[config.mk]
export PLATFORM = sky130hd
export DESIGN_NAME = rd_ctrl_mc
export DESIGN_NICKNAME = d
export VERILOG_FILES = /design/src/rtl/rd_ctrl_mc.sv
export SDC_FILE = /design/constraint.sdc
export NUM_CORES = 1
export LEC_CHECK = 0
export CAP_MARGIN = 25
export CORE_MARGIN = 5
export CORE_UTILIZATION = 27
export DETAILED_ROUTE_END_ITERATION = 8
export GPL_TIMING_DRIVEN = 1
export SKIP_CTS_REPAIR_TIMING = 1
export SLEW_MARGIN = 20
export SYNTH_ARGS = -nofsm -noshare
export SYNTH_HDL_FRONTEND = slang
export SYNTH_SLANG_ARGS = --single-unit
[constraint.sdc]
create_clock -name clk -period 2.67 [get_ports clk]
set_input_delay 0.6675 -clock clk [delete_from_list [all_inputs] [get_ports clk]]
set_output_delay 0.6675 -clock clk [all_outputs]
set_load 0.03 [all_outputs]
[src/rtl/rd_ctrl_mc.sv]
// Multi-channel cache read controller: round-robin arbiter, lookup, miss service and in-order return via channel-ID FIFO.
// Latency: done one cycle after mem read handshake; backpressure: ch_rd_ready only in IDLE, mem_ren held low while ID FIFO full.
module rd_ctrl_mc #(
    parameter int ADDR_W     = 32,
    parameter int DATA_W     = 32,
    parameter int LIST_DEPTH = 4,
    parameter int LIST_WIDTH = 32,
    parameter int NUM_CH     = 2,
    parameter int RSP_DEPTH  = 4,
    localparam int TAG_W     = $clog2(LIST_DEPTH),
    localparam int OFF_W     = $clog2(LIST_WIDTH * DATA_W / 8),
    localparam int WB_W      = $clog2(DATA_W / 8),
    localparam int CH_W      = (NUM_CH > 1) ? $clog2(NUM_CH) : 1,
    localparam int MRA_W     = TAG_W + OFF_W - WB_W
) (
    input  logic                     clk,
    input  logic                     rst_n,
    input  logic [NUM_CH-1:0]        ch_rd_valid,
    output logic [NUM_CH-1:0]        ch_rd_ready,
    input  logic [NUM_CH*ADDR_W-1:0] ch_rd_addr,
    output logic [DATA_W-1:0]        ch_rd_data,
    output logic [NUM_CH-1:0]        ch_rd_data_valid,
    output logic [NUM_CH-1:0]        ch_rd_done,
    output logic                     lk_req,
    input  logic                     lk_gnt,
    output logic [2:0]               lk_cmd,
    output logic [ADDR_W-1:0]        lk_index,
    output logic [TAG_W-1:0]         lk_tag,
    input  logic [2:0]               lk_status,
    input  logic [TAG_W-1:0]         lk_tag_rsp,
    input  logic [ADDR_W-1:0]        lk_victim_index,
    output logic [2:0]               own_status,
    output logic [ADDR_W-1:0]        own_addr,
    input  logic [2:0]               peer_status,
    input  logic [ADDR_W-1:0]        peer_addr,
    output logic                     fetch_req,
    input  logic                     fetch_gnt,
    input  logic                     fetch_done,
    output logic [1:0]               fetch_cmd,
    output logic [TAG_W-1:0]         fetch_tag,
    output logic [ADDR_W-1:0]        fetch_addr,
    output logic                     mem_ren,
    input  logic                     mem_rready,
    output logic [MRA_W-1:0]         mem_raddr,
    input  logic [DATA_W-1:0]        mem_rdata,
    input  logic                     mem_rdata_valid,
    output logic                     rsp_err
);

    localparam logic [3:0] S_IDLE      = 4'd0;
    localparam logic [3:0] S_LOOKUP    = 4'd1;
    localparam logic [3:0] S_CHK_CONF  = 4'd2;
    localparam logic [3:0] S_WAIT_CONF = 4'd3;
    localparam logic [3:0] S_ALLOCATE  = 4'd4;
    localparam logic [3:0] S_WB_REQ    = 4'd5;
    localparam logic [3:0] S_WB_WAIT   = 4'd6;
    localparam logic [3:0] S_FILL_REQ  = 4'd7;
    localparam logic [3:0] S_FILL_WAIT = 4'd8;
    localparam logic [3:0] S_UPDATE    = 4'd9;
    localparam logic [3:0] S_HIT_RD    = 4'd10;

    localparam int PTR_W = $clog2(RSP_DEPTH);
    localparam int CNT_W = PTR_W + 1;

    logic [3:0]        state_q, state_d;
    logic [CH_W-1:0]   rr_q, rr_d;
    logic [ADDR_W-1:0] addr_q, addr_d;
    logic [CH_W-1:0]   ch_q, ch_d;
    logic [TAG_W-1:0]  tag_q, tag_d;
    logic [ADDR_W-1:0] victim_q, victim_d;
    logic              miss_q, miss_d;
    logic [NUM_CH-1:0] done_q, done_d;
    logic              rsp_err_q, rsp_err_d;
    logic [CH_W-1:0]   fifo_q [RSP_DEPTH];
    logic [CH_W-1:0]   fifo_d [RSP_DEPTH];
    logic [PTR_W-1:0]  wr_ptr_q, wr_ptr_d;
    logic [PTR_W-1:0]  rd_ptr_q, rd_ptr_d;
    logic [CNT_W-1:0]  cnt_q, cnt_d;

    logic [CH_W-1:0]   win;
    logic              any_vld;
    logic [ADDR_W-1:0] line_addr;
    logic              fifo_full, fifo_empty, push, pop;
    logic [CH_W-1:0]   head;

    assign line_addr  = {addr_q[ADDR_W-1:OFF_W], OFF_W'(0)};
    assign lk_index   = line_addr;
    assign own_addr   = line_addr;
    assign lk_tag     = tag_q;
    assign fetch_tag  = tag_q;
    assign mem_raddr  = {tag_q, addr_q[OFF_W-1:WB_W]};
    assign ch_rd_data = mem_rdata;
    assign ch_rd_done = done_q;
    assign rsp_err    = rsp_err_q;

    assign fifo_full  = (cnt_q == CNT_W'(RSP_DEPTH));
    assign fifo_empty = (cnt_q == '0);
    assign head       = fifo_q[rd_ptr_q];
    assign mem_ren    = (state_q == S_HIT_RD) && !fifo_full;
    assign push       = mem_ren && mem_rready;
    assign pop        = mem_rdata_valid && !fifo_empty;

    // Scan from the far end back towards rr_q so the nearest valid channel wins.
    always_comb begin
        win     = rr_q;
        any_vld = 1'b0;
        for (int i = NUM_CH - 1; i >= 0; i--) begin
            if (ch_rd_valid[(int'(rr_q) + i) % NUM_CH]) begin
                win     = CH_W'((int'(rr_q) + i) % NUM_CH);
                any_vld = 1'b1;
            end
        end
    end

    always_comb begin
        state_d     = state_q;
        rr_d        = rr_q;
        addr_d      = addr_q;
        ch_d        = ch_q;
        tag_d       = tag_q;
        victim_d    = victim_q;
        miss_d      = miss_q;
        ch_rd_ready = '0;
        lk_req      = 1'b0;
        lk_cmd      = 3'b000;
        fetch_req   = 1'b0;
        fetch_cmd   = 2'b00;
        fetch_addr  = line_addr;
        own_status  = 3'b000;
        case (state_q)
            S_IDLE: begin
                if (any_vld) begin
                    ch_rd_ready[win] = 1'b1;
                    addr_d  = ch_rd_addr[int'(win)*ADDR_W +: ADDR_W];
                    ch_d    = win;
                    rr_d    = CH_W'((int'(win) + 1) % NUM_CH);
                    miss_d  = 1'b0;
                    state_d = S_LOOKUP;
                end
            end
            S_LOOKUP: begin
                lk_req = 1'b1;
                lk_cmd = 3'b001;
                if (lk_gnt) begin
                    case (lk_status)
                        3'b001, 3'b010, 3'b011, 3'b110: begin
                            tag_d   = lk_tag_rsp;
                            state_d = S_HIT_RD;
                        end
                        3'b100:  state_d = S_WAIT_CONF;
                        default: state_d = S_CHK_CONF;
                    endcase
                end
            end
            S_CHK_CONF: begin
                own_status = 3'b001;
                if ((peer_status == 3'b001 || peer_status == 3'b010) && peer_addr == line_addr)
                    state_d = S_WAIT_CONF;
                else
                    state_d = S_ALLOCATE;
            end
            S_WAIT_CONF: begin
                own_status = 3'b100;
                if (peer_status != 3'b010) state_d = S_LOOKUP;
            end
            S_ALLOCATE: begin
                own_status = 3'b010;
                lk_req     = 1'b1;
                lk_cmd     = 3'b010;
                if (lk_gnt) begin
                    tag_d    = lk_tag_rsp;
                    victim_d = lk_victim_index;
                    miss_d   = 1'b1;
                    state_d  = (lk_status == 3'b010) ? S_WB_REQ : S_FILL_REQ;
                end
            end
            S_WB_REQ: begin
                own_status = 3'b010;
                fetch_req  = 1'b1;
                fetch_cmd  = 2'b00;
                fetch_addr = victim_q;
                if (fetch_gnt) state_d = S_WB_WAIT;
            end
            S_WB_WAIT: begin
                own_status = 3'b010;
                if (fetch_done) state_d = S_FILL_REQ;
            end
            S_FILL_REQ: begin
                own_status = 3'b010;
                fetch_req  = 1'b1;
                fetch_cmd  = 2'b01;
                if (fetch_gnt) state_d = S_FILL_WAIT;
            end
            S_FILL_WAIT: begin
                own_status = 3'b010;
                if (fetch_done) state_d = S_UPDATE;
            end
            S_UPDATE: begin
                own_status = 3'b010;
                lk_req     = 1'b1;
                lk_cmd     = 3'b011;
                if (lk_gnt) state_d = S_HIT_RD;
            end
            S_HIT_RD: begin
                own_status = miss_q ? 3'b010 : 3'b000;
                if (push) state_d = S_IDLE;
            end
            default: state_d = S_IDLE;
        endcase
    end

    // Return path: FIFO head steers the shared data bus to its requester.
    always_comb begin
        fifo_d = fifo_q;
        if (push) fifo_d[wr_ptr_q] = ch_q;
        wr_ptr_d  = wr_ptr_q + PTR_W'(push);
        rd_ptr_d  = rd_ptr_q + PTR_W'(pop);
        cnt_d     = cnt_q + CNT_W'(push) - CNT_W'(pop);
        rsp_err_d = rsp_err_q | (mem_rdata_valid && fifo_empty);
        for (int i = 0; i < NUM_CH; i++) begin
            ch_rd_data_valid[i] = pop && (head == CH_W'(i));
            done_d[i]           = push && (ch_q == CH_W'(i));
        end
    end

    always_ff @(posedge clk or negedge rst_n) begin
        if (!rst_n) begin
            state_q   <= S_IDLE;
            rr_q      <= '0;
            addr_q    <= '0;
            ch_q      <= '0;
            tag_q     <= '0;
            victim_q  <= '0;
            miss_q    <= 1'b0;
            done_q    <= '0;
            rsp_err_q <= 1'b0;
            wr_ptr_q  <= '0;
            rd_ptr_q  <= '0;
            cnt_q     <= '0;
            for (int i = 0; i < RSP_DEPTH; i++) fifo_q[i] <= '0;
        end else begin
            state_q   <= state_d;
            rr_q      <= rr_d;
            addr_q    <= addr_d;
            ch_q      <= ch_d;
            tag_q     <= tag_d;
            victim_q  <= victim_d;
            miss_q    <= miss_d;
            done_q    <= done_d;
            rsp_err_q <= rsp_err_d;
            wr_ptr_q  <= wr_ptr_d;
            rd_ptr_q  <= rd_ptr_d;
            cnt_q     <= cnt_d;
            fifo_q    <= fifo_d;
        end
    end

endmodule
==> qor.csv <==
stage;metric;value;unit
clocking;cts_tree;built;
synthesis;synth_cell_types;44;
synthesis;syn_inst;486;
synthesis;yosys.area_share.simple;10.3;%
clocking;cts_root_buffer;clkbuf_16;
timing;fin_skew;0.00620;ns
timing;tightestPinTransition;0.645;ns
detailed_routing;drc_errors;0;
detailed_routing;drt_first_iter_violations;145;
timing;min_period_over_period;101;%
setup_path;crit_required;2.00;ns
synthesis;synth_xor_xnor_area_share;5.14;%
synthesis;synth-seq-area-share;41.6;%
pwr;cellLeakagePower;3.55;nW
grt;grt_pass1_wl;25.7;mm
final_layout;fin_nets;882;
synthesis;yosysWarnings;0;
setup_path;arrival;2.04;ns
synthesis;synth_top_family_by_area;multiplexers;
synthesis;async_flop_share;100;%
clocking;insertion_delay;0.34;ns
placement;gp_congestion;0.865;
detailed_routing;postRouteAntennaNets;0;
synthesis;synth-edff-count;0;
detailed_routing;vias;4211;
clocking;cts_sinks;85;
grt;grt_pass1_vias;4512;
synthesis;ys_ff_latch;85;
flow_run;maxCapViolations;0;
synthesis;synthMuxAreaShare;20.6;%
floorplanning;die_w;148;µm
detailed_routing;firstDrtPassIters;5;
timing;clock.fmax;370;MHz
final_layout;drive_above_1_share;23.0;%
detailed_routing;wl_per_cell;18.6;µm
floorplanning;die_area;21800;µm²
pwr;ir_drop;0.000676;V
clocking;clkSlewWorstSetupHoldPaths;0.06;ns
floorplanning;start_util;27.4;%
timing;grt_setup_unrepaired;true;
placement;placement.io_buffers;249;
synthesis;synthAdderAreaFrac;1.37;%
timing;max-slew-margin-rel;57.0;%
setup_path;worst-path-buf-inv;5;
synthesis;postSynthAreaPerCell;10.5;µm²
setup_path;crit_slowest_cell;dfrtp_1;
floorplanning;fp.dieH;148;µm
setup_path;startpoint_type;register;
synthesis;yosys_most_used_dff;dfrtp_1;
floorplanning;ios;334;
synthesis;netlist_area;5110;µm²
timing;timing.final.setup_violations;10;
setup_path;critPathMaxStageDelay;0.39;ns
clocking;cts_buffer_depth;2;
timing;fin_ws;-0.0326;ns
status;violations;negative setup slack;
detailed_routing;viasPerCell;4.49;
final_layout;area_growth;56.8;%
grt;grt_overflow;0;
final_layout;antenna_cells;0;
setup_path;endpoint_kind;output pin;
min_path;hold_class;input pin to async pin;
timing;fin_crit;2.70;ns
grt;antenna_found_initial;1;
clocking;numCtsBuffers;9;
floorplanning;std_cell_rows;50;
grt;grt_use_total;15.2;%
setup_path;critPathTopFamily;buffers and inverters;
floorplanning;core_area;18600;µm²
clocking;cts-htree-levels;3;
setup_path;critPathMaxFanout;7;
placement;detailed_place_hpwl;13.6;mm
timing;hold_viol;0;
setup_path;crit_chain;nor2b_2 > nand2_2 > nor2_4 > buf_4 > buf_6 > clkbuf_16 > buf_4 > mux2_4 > buf_6;
detailed_routing;finalWirelength;17.4;mm
final_layout;final_util;43.0;%
status;status;complete, but fails checks;
timing;fin_setup_tns;-0.157;ns
setup_path;critPathKind;register to output pin;
synthesis;synth-compound-area-share;6.93;%
timing;drv_slew;0;
pwr;power.density;1310;nW/µm²
grt;grt_max_degree;48;
==> cell type report <==
| type | instances | area (µm²) |
|---|---|---|
| clock buffer | 12 | 256 |
| tap | 234 | 293 |
| clock inverter | 3 | 45.0 |
| sequential | 85 | 2130 |
| timing repair buffer | 285 | 2850 |
| fill | 1755 | 10600 |
| multi-input combinational | 310 | 2410 |
| inverter | 9 | 33.8 |
==> synthesized netlist by cell type (3+ instances only) <==
| master | count | share of area [%] |
|---|---|---|
| nor4_1 | 4 | 0.49 |
| ha_1 | 4 | 0.98 |
| inv_1 | 8 | 0.59 |
| buf_2 | 17 | 1.7 |
| mux2_2 | 61 | 13 |
| mux2i_1 | 32 | 6.3 |
| xor2_1 | 8 | 1.4 |
| nand2_1 | 8 | 0.59 |
| and2_1 | 8 | 0.98 |
| nor2b_1 | 7 | 0.86 |
| buf_4 | 78 | 11 |
| xnor2_1 | 22 | 3.8 |
| nand2b_1 | 3 | 0.37 |
| nor3_1 | 7 | 0.69 |
| o21ai_0 | 4 | 0.39 |
| nand3_1 | 4 | 0.39 |
| dfrtp_1 | 85 | 42 |
| a21oi_1 | 35 | 3.4 |
| nor2_1 | 51 | 3.7 |
| nand4_1 | 8 | 0.98 |
==> sequential cells by signal, summed over array words and instances (netlist names), 2 cells and up <==
register and count:
addr_q 30, ch_rd_done 2, cnt_q 3, fetch_tag 2, fifo_q 4, rd_ptr_q 2, state_q 4, victim_q 32
wr_ptr_q 2
==> logic make-up after synthesis <==
family	Yosys count
compound gates	55
mux	96
other cells	1
xor+xnor	30
buf+inv	106
flops	85
simple gates	108
fa+ha+maj	5
==> per-stage QoR <==
stage          instance area (µm²)  hold slack, ns  power, W  setup slack, ns  cells
3_3_place_gp                  7480           0.437   0.00884           0.0339    909
3_5_place_dp                  7480           0.454   0.00891        -0.000198    909
4_1_cts                       7780           0.355    0.0103           -0.396    924
5_1_grt                       8010           0.379    0.0111           -0.110    938
2_1_floorplan                 5160           0.372   0.00658            0.252    501
6_report                      8010           0.342    0.0105          -0.0326    938
==> layout by cell type (no fill, tap or decap), drive strengths merged, types with 2 or more instances in the layout <==
cell,instances
o21ai,6
mux2i,32
a21boi,2
nand2b,4
o22ai,2
xnor2,22
nor4,4
dfrtp,85
nand4,8
nor2,53
clkbuf,18
nand3,4
nand2,9
a21oi,35
o211a,2
nor3,7
conb,16
buf,66
a21o,2
inv,9
xor2,8
nor2b,7
ha,4
dlymetal6s2s,8
and2,8
clkinvlp,2
clkdlybuf4s50,205
mux2,63
==> path summary, 6_finish.rpt <==
| path | start | to | slack (ns) | cells past startpoint |
|---|---|---|---|---|
| max | state_q[3] | fetch_addr[16] | -0.03 | 9 |
| min | rst_n | victim_q[0] | 0.34 | 1 |
| max reg2reg | state_q[0] | cnt_q[2] | 0.27 | 10 |
| min reg2reg | rsp_err | rsp_err | 0.47 | 1 |
| max in group asynchronous | rst_n | addr_q[29] | 1.65 | 2 |
| min in group clk | rsp_err | rsp_err | 0.47 | 1 |
==> worst register-to-register path, cell delays in order (launching register included) <==
cell	delay, ns
dfrtp_1	0.40
buf_4	0.19
nand2b_4	0.18
a211oi_4	0.26
nand2_2	0.09
ha_1	0.28
inv_1	0.04
ha_1	0.18
fa_1	0.37
xor2_1	0.16
xnor2_1	0.13
==> layer usage <==
layer | GRT usage, % | wire length (µm)
met3 | 5.46 | 1400
met2 | 25.7 | 8500
met5 | 0 | 7
met4 | 5.36 | 379
met1 | 18.0 | 7130
==> power by group <==
group	internal [W]	switching, W
combinational	0.00312	0.00354
sequential	0.00191	0.000651
clock	0.000771	0.000508
total	0.00580	0.00470
(Power assumes the default switching activity.)
